File: config.mk
export PLATFORM = sky130hd
export DESIGN_NAME = writeback_control_flat
export DESIGN_NICKNAME = d
export VERILOG_FILES = /design/src/rtl/writeback_pkg.sv /design/src/rtl/writeback_control_if.sv /design/src/rtl/load_align.sv /design/src/rtl/writeback_control.sv /design/src/flat_wrapper.sv
export SDC_FILE = /design/constraint.sdc
export NUM_CORES = 1
export LEC_CHECK = 0
export CAP_MARGIN = 20
export CORE_MARGIN = 3
export CORE_UTILIZATION = 25
export CTS_BUF_LIST = sky130_fd_sc_hd__clkbuf_2 sky130_fd_sc_hd__clkbuf_4 sky130_fd_sc_hd__clkbuf_8
export DETAILED_ROUTE_END_ITERATION = 8
export PLACE_DENSITY = 0.56
export SYNTH_ARGS = -nofsm -noshare
export SYNTH_HDL_FRONTEND = slang
export SYNTH_SLANG_ARGS = --single-unit
File: constraint.sdc
create_clock -name CLK -period 1.77 [get_ports CLK]
set_input_delay 0.177 -clock CLK [delete_from_list [all_inputs] [get_ports CLK]]
set_output_delay 0.177 -clock CLK [all_outputs]
set_load 0.05 [all_outputs]
File: src/rtl/writeback_pkg.sv
// writeback_pkg: opcodes, load funct3 codes, FSM states and the load misalignment rule.
package writeback_pkg;
    localparam logic [6:0] OP_IMM = 7'b0010011;
    localparam logic [6:0] OP     = 7'b0110011;
    localparam logic [6:0] LUI    = 7'b0110111;
    localparam logic [6:0] AUIPC  = 7'b0010111;
    localparam logic [6:0] JAL    = 7'b1101111;
    localparam logic [6:0] JALR   = 7'b1100111;
    localparam logic [6:0] LOAD   = 7'b0000011;
    localparam logic [6:0] STORE  = 7'b0100011;
    localparam logic [6:0] BRANCH = 7'b1100011;
    localparam logic [2:0] F3_LB  = 3'b000;
    localparam logic [2:0] F3_LH  = 3'b001;
    localparam logic [2:0] F3_LW  = 3'b010;
    localparam logic [2:0] F3_LBU = 3'b100;
    localparam logic [2:0] F3_LHU = 3'b101;
    typedef enum logic {IDLE, WAIT_LOAD} state_e;
    function automatic logic misaligned(input logic [2:0] f3, input logic [1:0] off);
        return ((f3 == F3_LH || f3 == F3_LHU) && off[0]) || (f3 == F3_LW && off != 2'b00);
    endfunction
endpackage

File: src/rtl/writeback_control_if.sv
// writeback_control_if: instruction, memory response and register-file write signals.
// MISALIGN exists only when WB_MISALIGN_CHECK_EN is defined.
interface writeback_control_if #(parameter int XLEN = 32);
    logic            IN_VALID;
    logic            IN_READY;
    logic [6:0]      OPCODE;
    logic [2:0]      FUNCT3;
    logic [4:0]      RD;
    logic [XLEN-1:0] ALU_RESULT;
    logic [XLEN-1:0] PC;
    logic            MEM_RVALID;
    logic [XLEN-1:0] MEM_RDATA;
    logic            RF_WE;
    logic [4:0]      RF_WADDR;
    logic [XLEN-1:0] RF_WDATA;
    logic            BUSY;
`ifdef WB_MISALIGN_CHECK_EN
    logic            MISALIGN;
    modport slave (input IN_VALID, OPCODE, FUNCT3, RD, ALU_RESULT, PC, MEM_RVALID, MEM_RDATA,
                   output IN_READY, RF_WE, RF_WADDR, RF_WDATA, BUSY, MISALIGN);
    modport master (output IN_VALID, OPCODE, FUNCT3, RD, ALU_RESULT, PC, MEM_RVALID, MEM_RDATA,
                    input IN_READY, RF_WE, RF_WADDR, RF_WDATA, BUSY, MISALIGN);
`else
    modport slave (input IN_VALID, OPCODE, FUNCT3, RD, ALU_RESULT, PC, MEM_RVALID, MEM_RDATA,
                   output IN_READY, RF_WE, RF_WADDR, RF_WDATA, BUSY);
    modport master (output IN_VALID, OPCODE, FUNCT3, RD, ALU_RESULT, PC, MEM_RVALID, MEM_RDATA,
                    input IN_READY, RF_WE, RF_WADDR, RF_WDATA, BUSY);
`endif
endinterface

File: src/rtl/load_align.sv
// load_align: selects the addressed byte/halfword of a raw memory word and extends it.
module load_align
    import writeback_pkg::*;
(
    input  logic [31:0] mem_rdata,
    input  logic [2:0]  funct3,
    input  logic [1:0]  offset,
    output logic [31:0] data
);
    logic [7:0]  b;
    logic [15:0] h;
    always_comb begin
        b    = mem_rdata[{offset, 3'b000} +: 8];
        h    = offset[1] ? mem_rdata[31:16] : mem_rdata[15:0];
        data = funct3 == F3_LB  ? {{24{b[7]}}, b} :
               funct3 == F3_LBU ? {24'b0, b} :
               funct3 == F3_LH  ? {{16{h[15]}}, h} :
               funct3 == F3_LHU ? {16'b0, h} : mem_rdata;
    end
endmodule

File: src/rtl/writeback_control.sv
// writeback_control: picks ALU result, PC+4 or aligned load data for one registered RF write per writing
// instruction, stalling while a load is outstanding. WB_MISALIGN_CHECK_EN adds the MISALIGN pulse.
module writeback_control
    import writeback_pkg::*;
#(
    parameter int XLEN = 32
) (
    input logic                CLK,
    input logic                RESET_N,
    writeback_control_if.slave bus
);
    state_e          state_q, state_d;
    logic            rf_we_q, rf_we_d;
    logic [4:0]      rf_waddr_q, rf_waddr_d;
    logic [XLEN-1:0] rf_wdata_q, rf_wdata_d;
    logic [4:0]      rd_q, rd_d;
    logic [2:0]      funct3_q, funct3_d;
    logic [1:0]      off_q, off_d;
    logic [XLEN-1:0] aligned;
    logic            wr_alu, wr_link, ld_ok;
`ifdef WB_MISALIGN_CHECK_EN
    logic            misalign_q, misalign_d;
    assign ld_ok        = !misaligned(funct3_q, off_q);
    assign bus.MISALIGN = misalign_q;
`else
    assign ld_ok = 1'b1;
`endif
    load_align u_align (
        .mem_rdata(bus.MEM_RDATA),
        .funct3   (funct3_q),
        .offset   (off_q),
        .data     (aligned)
    );
    assign wr_alu       = bus.OPCODE == OP_IMM || bus.OPCODE == OP || bus.OPCODE == LUI || bus.OPCODE == AUIPC;
    assign wr_link      = bus.OPCODE == JAL || bus.OPCODE == JALR;
    assign bus.IN_READY = state_q == IDLE;
    assign bus.BUSY     = state_q == WAIT_LOAD;
    assign bus.RF_WE    = rf_we_q;
    assign bus.RF_WADDR = rf_waddr_q;
    assign bus.RF_WDATA = rf_wdata_q;
    always_comb begin
        state_d    = state_q;
        rf_we_d    = 1'b0;
        rf_waddr_d = rf_waddr_q;
        rf_wdata_d = rf_wdata_q;
        rd_d       = rd_q;
        funct3_d   = funct3_q;
        off_d      = off_q;
`ifdef WB_MISALIGN_CHECK_EN
        misalign_d = 1'b0;
`endif
        if (state_q == IDLE && bus.IN_VALID) begin
            if (wr_alu || wr_link) begin
                rf_we_d = |bus.RD;
                if (rf_we_d) begin
                    rf_waddr_d = bus.RD;
                    rf_wdata_d = wr_link ? bus.PC + XLEN'(4) : bus.ALU_RESULT;
                end
            end else if (bus.OPCODE == LOAD) begin
                rd_d     = bus.RD;
                funct3_d = bus.FUNCT3;
                off_d    = bus.ALU_RESULT[1:0];
                state_d  = WAIT_LOAD;
            end
        end else if (state_q == WAIT_LOAD && bus.MEM_RVALID) begin
            state_d = IDLE;
            rf_we_d = ld_ok && |rd_q;
            if (rf_we_d) begin
                rf_waddr_d = rd_q;
                rf_wdata_d = aligned;
            end
`ifdef WB_MISALIGN_CHECK_EN
            misalign_d = !ld_ok;
`endif
        end
    end
    always_ff @(posedge CLK or negedge RESET_N) begin
        if (!RESET_N) begin
            state_q    <= IDLE;
            rf_we_q    <= 1'b0;
            rf_waddr_q <= '0;
            rf_wdata_q <= '0;
            rd_q       <= '0;
            funct3_q   <= '0;
            off_q      <= '0;
`ifdef WB_MISALIGN_CHECK_EN
            misalign_q <= 1'b0;
`endif
        end else begin
            state_q    <= state_d;
            rf_we_q    <= rf_we_d;
            rf_waddr_q <= rf_waddr_d;
            rf_wdata_q <= rf_wdata_d;
            rd_q       <= rd_d;
            funct3_q   <= funct3_d;
            off_q      <= off_d;
`ifdef WB_MISALIGN_CHECK_EN
            misalign_q <= misalign_d;
`endif
        end
    end
endmodule

File: src/flat_wrapper.sv
// flat-port wrapper written by rule: the top's interface ports become plain ports
module writeback_control_flat import writeback_pkg::*;
#(
    parameter int XLEN = 32
)
  (CLK, RESET_N, bus_IN_VALID, bus_OPCODE, bus_FUNCT3, bus_RD, bus_ALU_RESULT, bus_PC, bus_MEM_RVALID, bus_MEM_RDATA, bus_IN_READY, bus_RF_WE, bus_RF_WADDR, bus_RF_WDATA, bus_BUSY);
  writeback_control_if #(.XLEN(XLEN)) bus_i ();
  input logic CLK;
  input logic RESET_N;
  input wire logic [$bits(bus_i.IN_VALID)-1:0] bus_IN_VALID;
  input wire logic [$bits(bus_i.OPCODE)-1:0] bus_OPCODE;
  input wire logic [$bits(bus_i.FUNCT3)-1:0] bus_FUNCT3;
  input wire logic [$bits(bus_i.RD)-1:0] bus_RD;
  input wire logic [$bits(bus_i.ALU_RESULT)-1:0] bus_ALU_RESULT;
  input wire logic [$bits(bus_i.PC)-1:0] bus_PC;
  input wire logic [$bits(bus_i.MEM_RVALID)-1:0] bus_MEM_RVALID;
  input wire logic [$bits(bus_i.MEM_RDATA)-1:0] bus_MEM_RDATA;
  output wire logic [$bits(bus_i.IN_READY)-1:0] bus_IN_READY;
  output wire logic [$bits(bus_i.RF_WE)-1:0] bus_RF_WE;
  output wire logic [$bits(bus_i.RF_WADDR)-1:0] bus_RF_WADDR;
  output wire logic [$bits(bus_i.RF_WDATA)-1:0] bus_RF_WDATA;
  output wire logic [$bits(bus_i.BUSY)-1:0] bus_BUSY;
  assign bus_i.IN_VALID = bus_IN_VALID;
  assign bus_i.OPCODE = bus_OPCODE;
  assign bus_i.FUNCT3 = bus_FUNCT3;
  assign bus_i.RD = bus_RD;
  assign bus_i.ALU_RESULT = bus_ALU_RESULT;
  assign bus_i.PC = bus_PC;
  assign bus_i.MEM_RVALID = bus_MEM_RVALID;
  assign bus_i.MEM_RDATA = bus_MEM_RDATA;
  assign bus_IN_READY = bus_i.IN_READY;
  assign bus_RF_WE = bus_i.RF_WE;
  assign bus_RF_WADDR = bus_i.RF_WADDR;
  assign bus_RF_WDATA = bus_i.RF_WDATA;
  assign bus_BUSY = bus_i.BUSY;
  writeback_control #(.XLEN(XLEN)) u_core (.CLK(CLK), .RESET_N(RESET_N), .bus(bus_i));
endmodule
==> key figures <==
Timing
  • Worst slew pin tran: 0.537 ns
  • Final period util: 1.04
  • Final worst slack: -0.0753 ns
  • Final Hold Vio Count: 0
  • Max-slew violations: 0
  • Relative slew slack: 0.641
  • Period minus WS final: around 1.8 ns
  • Setup Skew: 0.00948 ns
  • # setup viols final: 23
  • Fmax: 0.542 GHz
  • Setup_tns: -0.786 ns
  • Hold Slack: 0.249 ns
  • RSZ-0062 raised after global routing: true

Setup path
  • Crit path kind: flop to flop
  • Reg-to-reg startpoint: u_core.off_q[1]
  • Worst path required time: 1.99 ns
  • Crit-path cells: mux4_2 -> a31oi_4 -> buf_6 -> o21ai_1 -> o21ai_1 -> o31ai_1
  • CP peak stage delay: ~0.57 ns
  • WP data arrival: 2.06 ns
  • CP Capture Type: flop
  • Cell repeated most along the worst path: o21ai_1
  • CP Max Fanout: 7
  • Startpoint Class: flop
  • Worst Setup SP: u_core.off_q[1]
  • CP max stage cell: mux4_2

Finish
  • Final core utilization: 0.477
  • Share of post-route cells with drive strength above 1: 0.405
  • Diode count: 0
  • Area of the multi-input gates: 2820 µm²
  • Layout net count: 806
  • Fill cells: 1403
  • Most frequent cells in the layout: 136 x buf_4, 104 x clkdlybuf4s50_1, 47 x dfrtp_1, 32 x nor2_1, 21 x mux2i_1
  • Most common cell after layout, fill and taps aside: buf_4
  • Area growth, synth to finish: 83.9%
  • Area occupied by registers: around 1200 µm²

Clocking
  • Clk_lat worst skew: about 0.32 ns
  • Root Buffer: clkbuf_8
  • Number of CTS-inserted buffers: 5
  • H-tree levels: 2
  • Clk buf depth: 2
  • CTS tree: built
  • Clock transition at the registers of the reported paths: around 0.1 ns
  • CTS sink cnt: 49

Logic synthesis
  • Mapped Cells: around 430
  • Avg Synthesized Cell Area: between 8 and 9 µm²
  • Post-synth ARST share: 1.00
  • Most used DFF post-synth: dfrtp_1
  • Number of synthesized register bits: 49
  • YS warnings: 0
  • Synth cell types: 55
  • EDFF count, synth: 0
  • Post-Syn Area: a little under 4000 µm²
  • Mapped Nets: between 500 and 600
  • Register area share after synthesis: 0.319

Drt
  • TritonRoute pass-1 iters: 5
  • Wire per inst: approximately 21 µm
  • Antenna-violating nets left: 0
  • WL final: 18.0 mm
  • Routed vias: 4747
  • Residual DRC: 0
  • Routed vias/inst: 5.43
  • 1st-iter DRT viols: ~380

Power and ir drop
  • Gate power share: 0.531
  • Net Switching: 2.28 mW
  • Internal: 2.97 mW
  • Net Sw Frac: 0.435
  • Part of the power in registers: 0.300
  • Power density over the cells: 743 nW/µm²
  • Clock network power share: 0.169
  • Leak: 3.09 nW
  • VDD IR max: 0.540 mV

Global routing
  • Initial antenna violation count: 1
  • Vias in the first global route: 4726
  • Met2 Resource Use GR: 0.335
  • First-pass GRT wire length: 26.6 mm
  • Largest net degree at the start of global routing: 34
  • Total gr overflow: 0
  • GRT busiest layer: met2
  • Met3 Usage GRT: 0.0401
  • All-Layer GR Usage: 0.206
  • GRT met1 Usage: 0.289

Status
  • Failing checks: negative setup slack
  • Status: finished, violations left

Floorplanning
  • Site Rows: 44
  • Die H: 130 µm
  • Die Area: 16900 µm²
  • Core area: between 10000 and 15000 µm²
  • Initial core utilization: 0.259
  • Die X: 130 µm
  • I/O pins: 155

Job
  • Max-cap violations: 0

Min path
  • Worst Hold Class: input pin to flop
  • Min-delay src: bus_RD[4]

Placed design
  • IO buf count: ~150
  • RePlAce Congestion: around 0.91
  • HPWL after DPL: between 10 and 15 mm
-- through the flow --
stage	worst slack, ns	std cells	instance area [µm²]	power (mW)
CTS	-0.0731	864	6740	5.15
detailed placement	-0.558	850	6460	4.22
global route	-0.125	875	7070	5.49
finish	-0.0753	875	7070	5.25
global placement	-0.518	850	6460	4.19
floorplan	-0.163	431	4020	3.05
-- flip-flops by register name, indices dropped and copies added (netlist names) --
register and flops:
u_core.bus.BUSY 1, u_core.bus.RF_WDATA 32, u_core.bus.RF_WE 1, u_core.bus.RF_WADDR 5, u_core.funct3_q 3, u_core.rd_q 5
u_core.off_q 2
-- what timing repair did --
action | CTS | global route
setup buffers | 3 | 10
resized for setup | 53 | 84
pin swaps | 15 | 17
cloned | 2 | 1
hold buffers | 1 | 0
endpoints found under the setup margin | 37 | 32
endpoints found under the hold margin | 16 | 0
-- layer usage --
layer  vias to the layer above  wire length [µm]
met5                         -                13
met3                        28              1440
met1                      2306              7750
met2                       211              8470
li1                       2200                 -
met4                         2               365
-- kinds of logic (layout without fill, tap and decap cells) --
family | after synthesis | after routing | synth area share
compound gates | 128 | 128 | 0.225
fa+ha+maj | 1 | 1 | 0.00326
flops | 49 | 49 | 0.319
simple gates | 152 | 152 | 0.220
buf+inv | 41 | 301 | 0.0485
xor+xnor | 13 | 13 | 0.0296
mux | 47 | 47 | 0.154
-- power groups by stage --
stage / combinational [mW] / sequential, mW / clock [mW]
after floorplan: 0.654 / 2.40 / 0
after global placement: 2.60 / 1.60 / 0
after detailed placement: 2.62 / 1.59 / 0
after CTS: 2.67 / 1.58 / 0.901
after global routing: 2.94 / 1.61 / 0.943
final: 2.79 / 1.58 / 0.887
-- cells in the mapped netlist, drive strengths merged (12+ instances only) --
library cell	count	share of area
o21ai	46	0.060
clkbuf	19	0.019
nor4	16	0.034
buf	14	0.022
mux2	17	0.050
a21oi	20	0.026
nand4	12	0.025
dfrtp	49	0.32
nor3	21	0.027
nor2	38	0.039
o31ai	14	0.029
nand3	31	0.040
nand2	12	0.012
a211oi	12	0.025
mux2i	22	0.057
-- final timing paths --
check	endpoint	slack [ns]	cells after the start
min	u_core.rd_q[4]	0.25	3
max in group asynchronous	u_core.off_q[0]	0.86	3
min reg2reg	u_core.bus.RF_WADDR[2]	0.51	2
min in group asynchronous	u_core.bus.RF_WDATA[23]	0.35	2
max	u_core.bus.RF_WDATA[20]	-0.08	6
max reg2reg	u_core.bus.RF_WDATA[20]	-0.08	6
-- worst max-delay path, delay by kind of cell, from the launching register on --
family / cells / cell delay, ns
AOI/OAI and AO/OA: 4 / 0.59
buffers and inverters: 1 / 0.18
DFF: 1 / 0.41
muxes: 1 / 0.57
-- area by class of cell --
cell class,count,share of cell area
Multi-Input combinational cell,341,0.399
Timing Repair Buffer,285,0.373
Sequential cell,49,0.174
Tap cell,184,0.0326
Clock buffer,6,0.0117
Clock inverter,2,0.00531
Inverter,8,0.00513
No activity file was read; power rests on OpenSTA's default activity.
